[src/rtl/ref_window_pkg.sv]
// Shared definitions for the reference-window loader.
// - KERNEL_LEAD / KERNEL_EXT: the 8-tap HEVC luma filter needs 3 pixels
//   before and 4 after the block on each axis, so the window is N+7 wide.
// - state_t: loader FSM states.
// - win_edge(): window edge length for a given block edge.
// - clamp_max(): largest legal coordinate for a frame dimension.
package ref_window_pkg;

    localparam int KERNEL_LEAD = 3;
    localparam int KERNEL_EXT  = 7;

    typedef enum logic [1:0] {
        IDLE  = 2'd0,
        FETCH = 2'd1,
        SEND  = 2'd2,
        DONE  = 2'd3
    } state_t;

    function automatic int win_edge(input int num_pixel);
        return num_pixel + KERNEL_EXT;
    endfunction

    function automatic int clamp_max(input int frame_dim);
        return frame_dim - 1;
    endfunction

endpackage

[src/rtl/coord_clamp.sv]
// Combinational coordinate generator for one axis.
// coord = clamp(base - LEAD + idx, 0, MAX_VAL)
// Ports:
//   base  : signed block origin, COORD_W+1 bits two's complement
//   idx   : unsigned offset into the window (column or row index)
//   coord : clamped frame coordinate, COORD_W bits unsigned
// The sum is formed at COORD_W+2 bits so the full signed base range plus
// the small window offset can never wrap before clamping.
module coord_clamp #(
    parameter int COORD_W = 12,
    parameter int IDX_W   = 4,
    parameter int LEAD    = 3,
    parameter int MAX_VAL = 1919
) (
    input  logic signed [COORD_W:0]   base,
    input  logic        [IDX_W-1:0]   idx,
    output logic        [COORD_W-1:0] coord
);

    localparam logic signed [COORD_W+1:0] LEAD_S = (COORD_W+2)'(LEAD);
    localparam logic signed [COORD_W+1:0] MAX_S  = (COORD_W+2)'(MAX_VAL);

    logic signed [COORD_W+1:0] base_ext;
    logic signed [COORD_W+1:0] idx_ext;
    logic signed [COORD_W+1:0] sum;

    assign base_ext = {base[COORD_W], base};
    assign idx_ext  = {{(COORD_W+2-IDX_W){1'b0}}, idx};
    assign sum      = base_ext + idx_ext - LEAD_S;

    always_comb begin
        if (sum[COORD_W+1]) begin
            coord = '0;                       // left/above the frame
        end else if (sum > MAX_S) begin
            coord = MAX_S[COORD_W-1:0];       // right/below the frame
        end else begin
            coord = sum[COORD_W-1:0];
        end
    end

endmodule

[src/rtl/ref_window_loader.sv]
// Loads the (NUM_PIXEL+7)^2 integer-pel reference window around a block and
// streams it row by row to the subpixel interpolator.
// Ports:
//   clock, reset           : clock, asynchronous active-high reset
//   start, blk_x, blk_y    : load request and signed block origin
//   busy, done             : operation in progress / one-cycle completion
//   mem_rd_req/gnt/x/y     : pixel read request channel (one pixel each)
//   mem_rd_valid/data      : in-order read responses
//   win_valid/ready        : row handshake towards the interpolator
//   win_data               : row pixels, column c at [c*PIX_W +: PIX_W]
//   win_row, win_last      : row index and last-row flag
// Each row is fetched into a row buffer (requests and responses overlap),
// then presented on win_data until accepted, then the next row is fetched.
module ref_window_loader
    import ref_window_pkg::*;
#(
    parameter int NUM_PIXEL = 8,
    parameter int PIX_W     = 8,
    parameter int COORD_W   = 12,
    parameter int FRAME_W   = 1920,
    parameter int FRAME_H   = 1080,
    localparam int W        = win_edge(NUM_PIXEL)
) (
    input  logic                   clock,
    input  logic                   reset,
    input  logic                   start,
    input  logic signed [COORD_W:0] blk_x,
    input  logic signed [COORD_W:0] blk_y,
    output logic                   busy,
    output logic                   done,
    output logic                   mem_rd_req,
    input  logic                   mem_rd_gnt,
    output logic [COORD_W-1:0]     mem_rd_x,
    output logic [COORD_W-1:0]     mem_rd_y,
    input  logic                   mem_rd_valid,
    input  logic [PIX_W-1:0]       mem_rd_data,
    output logic                   win_valid,
    input  logic                   win_ready,
    output logic [W*PIX_W-1:0]     win_data,
    output logic [3:0]             win_row,
    output logic                   win_last
);

    localparam int                CNT_W    = $clog2(W + 1);
    localparam logic [CNT_W-1:0]  W_CNT    = CNT_W'(W);
    localparam logic [CNT_W-1:0]  LAST_COL = CNT_W'(W - 1);
    localparam logic [3:0]        LAST_ROW = 4'(W - 1);

    state_t                 state_reg, state_next;
    logic signed [COORD_W:0] blk_x_reg, blk_y_reg;
    logic [CNT_W-1:0]       rq_reg;     // next column to request
    logic [CNT_W-1:0]       rs_reg;     // next column to receive
    logic [3:0]             row_reg;
    logic                   win_valid_reg;

    logic                   req_fire;
    logic                   rsp_take;
    logic                   rsp_last;
    logic [COORD_W-1:0]     clamp_x, clamp_y;

    assign mem_rd_req = (state_reg == FETCH) && (rq_reg < W_CNT);
    assign req_fire   = mem_rd_req && mem_rd_gnt;
    // Responses outside FETCH or beyond the last column are strays.
    assign rsp_take   = (state_reg == FETCH) && mem_rd_valid && (rs_reg < W_CNT);
    assign rsp_last   = rsp_take && (rs_reg == LAST_COL);

    coord_clamp #(
        .COORD_W (COORD_W),
        .IDX_W   (CNT_W),
        .LEAD    (KERNEL_LEAD),
        .MAX_VAL (clamp_max(FRAME_W))
    ) u_clamp_x (
        .base  (blk_x_reg),
        .idx   (rq_reg),
        .coord (clamp_x)
    );

    coord_clamp #(
        .COORD_W (COORD_W),
        .IDX_W   (4),
        .LEAD    (KERNEL_LEAD),
        .MAX_VAL (clamp_max(FRAME_H))
    ) u_clamp_y (
        .base  (blk_y_reg),
        .idx   (row_reg),
        .coord (clamp_y)
    );

    // Address is a pure function of registered state, so it stays put
    // while a request waits for grant; it reads as zero when idle.
    assign mem_rd_x = mem_rd_req ? clamp_x : '0;
    assign mem_rd_y = mem_rd_req ? clamp_y : '0;

    // Next-state and status decode.
    always_comb begin
        state_next = state_reg;
        busy       = 1'b0;
        done       = 1'b0;
        case (state_reg)
            IDLE: begin
                if (start) state_next = FETCH;
            end
            FETCH: begin
                busy = 1'b1;
                // Move on as the last pixel lands so win_valid rises the
                // cycle right after the final response.
                if (rsp_last) state_next = SEND;
            end
            SEND: begin
                busy = 1'b1;
                if (win_ready) state_next = (row_reg == LAST_ROW) ? DONE : FETCH;
            end
            DONE: begin
                done       = 1'b1;
                state_next = IDLE;
            end
            default: state_next = IDLE;
        endcase
    end

    always_ff @(posedge clock or posedge reset) begin
        if (reset) begin
            state_reg     <= IDLE;
            blk_x_reg     <= '0;
            blk_y_reg     <= '0;
            rq_reg        <= '0;
            rs_reg        <= '0;
            row_reg       <= '0;
            win_valid_reg <= 1'b0;
        end else begin
            state_reg <= state_next;
            case (state_reg)
                IDLE: begin
                    if (start) begin
                        blk_x_reg <= blk_x;
                        blk_y_reg <= blk_y;
                        rq_reg    <= '0;
                        rs_reg    <= '0;
                        row_reg   <= '0;
                    end
                end
                FETCH: begin
                    if (req_fire) rq_reg <= rq_reg + 1'b1;
                    if (rsp_take) rs_reg <= rs_reg + 1'b1;
                    if (rsp_last) win_valid_reg <= 1'b1;
                end
                SEND: begin
                    if (win_ready) begin
                        win_valid_reg <= 1'b0;
                        if (row_reg != LAST_ROW) begin
                            row_reg <= row_reg + 1'b1;
                            rq_reg  <= '0;
                            rs_reg  <= '0;
                        end
                    end
                end
                default: ;
            endcase
        end
    end

    // Row buffer: one register per column, written in response order.
    // It feeds win_data directly; it only changes in FETCH, so it is
    // stable for the whole SEND phase.
    genvar gi;
    generate
        for (gi = 0; gi < W; gi++) begin : g_col
            logic [PIX_W-1:0] pix_reg;
            always_ff @(posedge clock or posedge reset) begin
                if (reset) begin
                    pix_reg <= '0;
                end else if (rsp_take && (rs_reg == CNT_W'(gi))) begin
                    pix_reg <= mem_rd_data;
                end
            end
            assign win_data[gi*PIX_W +: PIX_W] = pix_reg;
        end
    endgenerate

    assign win_valid = win_valid_reg;
    assign win_row   = row_reg;
    assign win_last  = win_valid_reg && (row_reg == LAST_ROW);

endmodule

[config.mk]
export PLATFORM = sky130hd
export DESIGN_NAME = ref_window_loader
export DESIGN_NICKNAME = d
export VERILOG_FILES = /design/src/rtl/ref_window_pkg.sv /design/src/rtl/coord_clamp.sv /design/src/rtl/ref_window_loader.sv
export SDC_FILE = /design/constraint.sdc
export NUM_CORES = 1
export LEC_CHECK = 0
export BUFFER_PORTS_ARGS = -buffer_cell sky130_fd_sc_hd__buf_2
export CAP_MARGIN = 40
export CORE_ASPECT_RATIO = 1.2
export CORE_MARGIN = 4
export CORE_UTILIZATION = 46
export CTS_CLUSTER_DIAMETER = 150
export DETAILED_ROUTE_END_ITERATION = 8
export PLACE_DENSITY = 0.7
export SLEW_MARGIN = 5
export SYNTH_ARGS = -nofsm -noshare
export SYNTH_HDL_FRONTEND = slang
export SYNTH_SLANG_ARGS = --single-unit
[constraint.sdc]
create_clock -name clock -period 9.5 [get_ports clock]
set_input_delay 0.475 -clock clock [delete_from_list [all_inputs] [get_ports clock]]
set_output_delay 0.475 -clock clock [all_outputs]
set_load 0.01 [all_outputs]
==> results of run 1 <==
==> power groups by stage <==
stage / Sequential, mW / Combinational, mW / Clock, mW
global route: 0.923 / 1.74 / 0.765
detailed placement: 0.918 / 1.54 / 0
finish: 0.905 / 1.54 / 0.719
floorplan: 0.931 / 1.14 / 0
global placement: 0.912 / 1.54 / 0
CTS: 0.907 / 1.55 / 0.735
==> cell type report <==
| cell class | instances | area (um2) |
|---|---|---|
| Fill cell | 1450 | 7151 |
| Sequential cell | 161 | 4029 |
| Multi-Input combinational cell | 423 | 3618 |
| Timing Repair Buffer | 193 | 993.5 |
| Clock buffer | 18 | 429.2 |
| Tap cell | 216 | 270.3 |
| Inverter | 60 | 230.2 |
| Clock inverter | 14 | 192.7 |
| Antenna cell | 1 | 2.502 |
==> routing by layer <==
| layer | wire [um] | track usage | up-vias | share of wire |
|---|---|---|---|---|
| met2 | 9547 | 0.3397 | 149 | 0.51 |
| met3 | 1388 | 0.07338 | 17 | 0.074 |
| met4 | 250 | 0.05258 | 0 | 0.013 |
| met5 | 0 | 0 | - | 0 |
| met1 | 7682 | 0.2416 | 2800 | 0.41 |
| li1 | - | - | 2735 | - |
==> logic make-up after synthesis <==
family | Yosys count | share of synthesized area
and+or+nand+nor | 96 | 0.05673
DFF | 161 | 0.5074
xor gates and xnor gates | 15 | 0.01655
buffers and inverters | 77 | 0.03735
other | 1 | 0.0004723
adders and majority gates | 45 | 0.07280
AOI/OAI and AO/OA | 118 | 0.1004
muxes | 147 | 0.2083
==> critical path: cells and delay by family (launching register included) <==
kind	cells	cell delay, ns
compound gates	5	1.25
fa+ha+maj	3	0.76
buf+inv	4	0.36
flops	1	0.44
simple gates	2	0.40
==> Yosys cell counts, types with 2 or more instances <==
master | instances | area [um2]
nand2_1 | 43 | 161.4
a21o_1 | 7 | 52.55
nand2b_1 | 4 | 25.02
a22oi_1 | 2 | 15.01
o21ai_0 | 24 | 120.1
o21bai_1 | 2 | 15.01
a211o_1 | 4 | 35.03
mux2_2 | 146 | 1644
o31ai_2 | 2 | 25.02
nand3_1 | 6 | 30.03
a31oi_1 | 6 | 37.54
xnor2_1 | 8 | 70.07
inv_1 | 60 | 225.2
o21a_1 | 6 | 45.04
a21boi_0 | 3 | 22.52
a21oi_1 | 37 | 185.2
dfrtp_1 | 161 | 4029
clkbuf_1 | 15 | 56.30
a211oi_1 | 2 | 15.01
fa_1 | 2 | 40.04
and3_1 | 4 | 25.02
nor3b_1 | 3 | 22.52
ha_1 | 43 | 538.0
o22ai_1 | 3 | 18.77
nor2_1 | 17 | 63.81
nor3_1 | 5 | 25.02
nor2b_1 | 4 | 25.02
or3_1 | 2 | 12.51
xor2_1 | 7 | 61.31
buf_4 | 2 | 15.01
==> stage by stage <==
stage	total power [mW]	setup WS (ns)	util
2_1_floorplan	2.075	4.677	-
5_1_grt	3.428	5.083	0.5771
6_report	3.162	5.393	0.5773
3_5_place_dp	2.462	5.826	0.5404
4_1_cts	3.195	5.355	0.5771
3_3_place_gp	2.449	5.913	0.5388
==> path summary, 6_finish.rpt <==
kind	startpoint	endpoint	slack, ns	depth (start not counted)
worst max-delay path	win_row[0]	mem_rd_y[6]	5.39	14
worst min-delay path	reset	g_col[7].pix_reg[2]	0.19	2
worst max register to register	state_reg[0]	rs_reg[1]	7.09	8
worst min register to register	g_col[11].pix_reg[0]	g_col[11].pix_reg[0]	0.50	1
max in group asynchronous	reset	g_col[12].pix_reg[2]	8.13	4
min in group clock	blk_y[5]	blk_y_reg[5]	0.28	2
==> results.cfg, run 1 <==
[sta]
min_period_ns = 4.107
final-hold-violation-count = 0
finalSetupTns_ns = 0
slew_violations = 0
timing.final.crit_share = 0.4323
max_freq_ghz = 0.2435
rsz0062_at_grt = false
max-slew-margin-rel = 0.4590
worst_slew_pin_slew_ns = 0.8079
finalSetupViolCount = 0
fin_worst_skew_ns = 0.01049
holdWs_ns = 0.1933

[placed_design]
dp_hpwl_um = 13880
io_buffers = 190
gp_congestion = 0.8109
placed_area_um2 = 9141
dp.cells = 1053

[die]
die-area_um2 = 19440
coreArea_um2 = 16920
ioPinCount = 193
initial_core_util = 0.4694
num_rows = 52
die_height_um = 151.9
die_x_um = 127.9

[power_and_ir_drop]
p_sw_frac = 0.4022
pwr-share-comb = 0.486
power.density_nw_per_um2 = 323.8
power.switching_mw = 1.272
power.leakage_nw = 5.367
seqPwrFrac = 0.286
clkPwrFrac = 0.227
ir_drop_uv = 147.6
p_int_mw = 1.890

[setup_path]
required_ns = 9.03
cp_max_fo = 8
criticalPathCategory = flop to output port
endpoint_kind = output port
cp_common_cell = inv_1
path_cells = inv_1 -> ha_1 -> inv_1 -> ha_1 -> inv_1 -> fa_1 -> nand2b_1 -> a21oi_2 -> o31ai_2 -> a21boi_0 -> o311a_4 -> a211oi_4 -> nor3b_1 -> buf_2
start_kind = flop
cpMaxStageDelayCell = dfrtp_1
critPathMaxStageDelay_ns = 0.44
critPathArrivalTime_ns = 3.63

[hold_path]
hold_path_class = input pin to asynchronous set/reset pin

[detailed_routing]
drtIter0Drc = 173
routed_wl_um = 18870
viasPerCell = 5.250
drc = 0
routedWlPerCell_um = 17.37
vias = 5701
drt_pre_antenna_iters = 4
drtAntennaViolNets = 0

[yosys]
synth_edf_count = 0
postSynthCellCount = 660
synth_area_um2 = 7940
ys.flop_type = dfrtp_1
ys_seq_area_frac = 0.5074
ys_warn_count = 0
yosysUniqueCellTypes = 60
synth_area_per_cell_um2 = 12.03
synth_seq_cells = 161
synth-async-reset-ratio = 1.000

[global_routing]
grt_pass1_wl_um = 31290
globalRoute.totalOverflow = 0
antenna_found_initial = 0
track_usage = 0.2008
grt_pass1_vias = 6014
grt_max_degree = 83

[final_layout]
layout_common_cells = buf_2 (190), dfrtp_1 (161), mux2_2 (146)
mostFrequentLayoutCell = buf_2
stdcell_count = 1086
drive_gt1_frac = 0.4373
syn2layout_area_growth_pct = 22.99
fin_nets = 941
largest_register_ffs = 120
fin_area_um2 = 9766

[clock_tree]
post-cts-setup-buffers = 0
clk_pin_slew_worst_paths_ns = 0.07
cts_buffers = 17
clock-sinks = 161
cts_tree = done
cts-resized-gates = 0
holdBufCountCts = 0
cts-root-buf = clkbuf_16
cts_max_level = 4
clockBufferDepth = 2
clock_latency_ns = 0.42

[run_status]
status = complete, no violations

[job]
drv_cap = 0
No activity file was read; power rests on OpenSTA's default activity.
==> run 2: changes to the inputs <==
--- a/config.mk
+++ b/config.mk
@@ -12,7 +12,7 @@
 export CORE_UTILIZATION = 46
 export CTS_CLUSTER_DIAMETER = 150
 export DETAILED_ROUTE_END_ITERATION = 8
-export PLACE_DENSITY = 0.7
+export PLACE_DENSITY = 0.73
 export SLEW_MARGIN = 5
 export SYNTH_ARGS = -nofsm -noshare
 export SYNTH_HDL_FRONTEND = slang
==> constraint.sdc (replaced) <==
create_clock -name clock -period 3.45 [get_ports clock]
set_input_delay 0.1725 -clock clock [delete_from_list [all_inputs] [get_ports clock]]
set_output_delay 0.1725 -clock clock [all_outputs]
set_load 0.01 [all_outputs]
==> run 2 against run 1 <==
  * The run now ends with negative hold slack, negative setup slack left
  * Critical path depth unchanged
  * Non-clock buffer count grew 61
  * Worst setup slack got worse by 5.6 ns
  * Combinational power grew to 3.8 times the previous value
  * Die area unchanged
  * Clock power rose to 2.8 times the previous value
  * Core utilization rose by 5.0 points
  * Clock skew rose by 0.0015 ns
  * Via count up 6.8%
  * Final cell count grew 5.5%
  * Critical path type unchanged
  * Largest power group unchanged
==> results.cfg, run 2 (synthesis gave the netlist of run 1 again) <==
[global_routing]
busiest_layer = met2
grt_pass1_vias = 6401
grt_pass1_wl_um = 32440
grt_max_degree = 162
use_met2 = 0.3630
track_usage = 0.2087
use_met1 = 0.2426
globalRoute.totalOverflow = 0
grt_use_met3 = 0.06952
antenna_found_initial = 0

[sta]
worst_slew_pin_slew_ns = 0.9159
timing.final.crit_share = 1.063
finalSetupTns_ns = -1.990
setup_ws_ns = -0.2182
max-slew-margin-rel = 0.3894
slew_violations = 0
finalSetupViolCount = 15
final-hold-violation-count = 26
holdWs_ns = -0.02774
min_period_ns = 3.668
fin_worst_skew_ns = 0.01202
max_freq_ghz = 0.2726
rsz0062_at_grt = true

[final_layout]
diodes = 0
stdcell_count = 1146
n_fill_cell = 1333
syn2layout_area_growth_pct = 33.69
mostFrequentLayoutCell = buf_2
layout_common_cells = buf_2 (190), dfrtp_1 (161), mux2_2 (146)
fin_nets = 1002
largest_register_ffs = 120
drive_gt1_frac = 0.5065

[power_and_ir_drop]
p_sw_frac = 0.4194
power.leakage_nw = 5.681
p_int_mw = 5.989
ir_drop_uv = 470.2
power.density_nw_per_um2 = 971.8
power.switching_mw = 4.326
seqPwrFrac = 0.240
pwr-share-comb = 0.568
clkPwrFrac = 0.192

[clock_tree]
clk_pin_slew_worst_paths_ns = 0.07
cts_tree = done
clock-sinks = 161
cts_max_level = 4
clock_latency_ns = 0.42
cts-root-buf = clkbuf_16
cts_buffers = 17
clockBufferDepth = 2

[setup_path]
criticalPathCategory = flop to output port
cp_top_family = compound AO/OA/AOI/OAI gates
required_ns = 3.28
path_buf_inv = 4
path_cells = ha_1 -> ha_2 -> inv_2 -> fa_2 -> nand2b_4 -> a21oi_4 -> buf_6 -> o31ai_4 -> a21boi_4 -> o311a_4 -> a211oi_4 -> buf_4 -> a21oi_2 -> buf_2
start_kind = flop
cpMaxStageDelayCell = dfrtp_1
critPathArrivalTime_ns = 3.50
critPathMaxStageDelay_ns = 0.39
endpoint_kind = output port
cp_max_fo = 6

[detailed_routing]
vias = 6090
routed_wl_um = 20790
routedWlPerCell_um = 18.14
viasPerCell = 5.314
drtIter0Drc = 257
drt_pre_antenna_iters = 4
drtAntennaViolNets = 0
drc = 0

[die]
die_height_um = 151.9
die-area_um2 = 19440
die_x_um = 127.9
ioPinCount = 193
initial_core_util = 0.4694
num_rows = 52
coreArea_um2 = 16920

[run_status]
status = finished, violations left
violations = negative hold slack, negative setup slack

[hold_path]
hold_path_class = input pin to asynchronous set/reset pin

[placed_design]
dp_hpwl_um = 13970
gp_congestion = 0.8444
dp.cells = 1056
io_buffers = 190

[job]
drv_cap = 0
-- run 2: cell count changes in the layout (fill, tap and decap cells not counted), moves of 5 or more --
| cell | before | now |
|---|---|---|
| ha_4 | 0 | 5 |
| a21oi_2 | 1 | 15 |
| inv_2 | 0 | 7 |
| dlygate4sd3_1 | 0 | 26 |
| ha_1 | 43 | 33 |
| clkinv_8 | 2 | 7 |
| ha_2 | 0 | 5 |
| inv_1 | 59 | 52 |
| buf_4 | 2 | 33 |
| a21oi_1 | 37 | 22 |
-- run 2: cell type report --
type                            count  area, um2  share of cell area
Clock inverter                     15      212.7             0.02004
Timing Repair Buffer              254       1524              0.1436
Multi-Input combinational cell    423       3925              0.3698
Sequential cell                   161       4029              0.3795
Inverter                           60      229.0             0.02157
Clock buffer                       17      425.4             0.04008
Tap cell                          216      270.3             0.02546
-- run 2: worst reg2reg max path: stages, from the launching register on --
cell,delay (ns)
dfrtp_1,0.41
inv_1,0.09
ha_1,0.28
inv_1,0.10
o22ai_1,0.14
a41oi_1,0.44
nor2b_1,0.60
o21a_1,0.23
o21ai_0,0.08
-- run 2: worst paths after layout --
check	depth (start not counted)	slack, ns	endpoint	start
worst max-delay path	14	-0.22	mem_rd_y[4]	win_row[1]
worst min-delay path	3	-0.03	blk_x_reg[3]	reset
worst max register to register	8	0.95	rs_reg[1]	state_reg[0]
worst min register to register	1	0.50	g_col[12].pix_reg[3]	g_col[12].pix_reg[3]
max in group asynchronous	3	2.77	win_valid	reset
min in group clock	4	0.05	win_valid	win_ready
-- run 2: layer usage --
metal	up-vias	wire (um)
met5	-	0
met4	0	405
met3	33	1671
met2	197	10680
met1	3020	8033
li1	2840	-
-- run 2: power by group through the flow --
stage / sequential, mW / combinational [mW] / clock [mW]
5_1_grt: 2.52 / 6.40 / 2.10
3_5_place_dp: 2.51 / 4.34 / 0
6_report: 2.47 / 5.86 / 1.98
4_1_cts: 2.47 / 5.01 / 2.02
2_1_floorplan: 2.56 / 3.15 / 0
3_3_place_gp: 2.49 / 4.30 / 0
-- run 2: through the flow --
stage / cell area [um2] / setup WS, ns / power [mW] / utilization
2_1_floorplan: 7948 / 0.2638 / 5.715 / -
3_3_place_gp: 9155 / 0.2287 / 6.796 / 0.5412
3_5_place_dp: 9155 / 0.1273 / 6.851 / 0.5412
4_1_cts: 10320 / -0.06357 / 9.498 / 0.6101
5_1_grt: 10620 / -0.3618 / 11.02 / 0.6275
6_report: 10620 / -0.2182 / 10.32 / 0.6275
-- run 2: timing repair --
item,4_1_cts,5_1_grt
cloned,0,1
hold buffers,26,0
endpoints found under the hold margin,26,0
buffers inserted,21,12
gates resized for setup,28,43
pin swaps,19,24
endpoints found under the setup margin,22,22
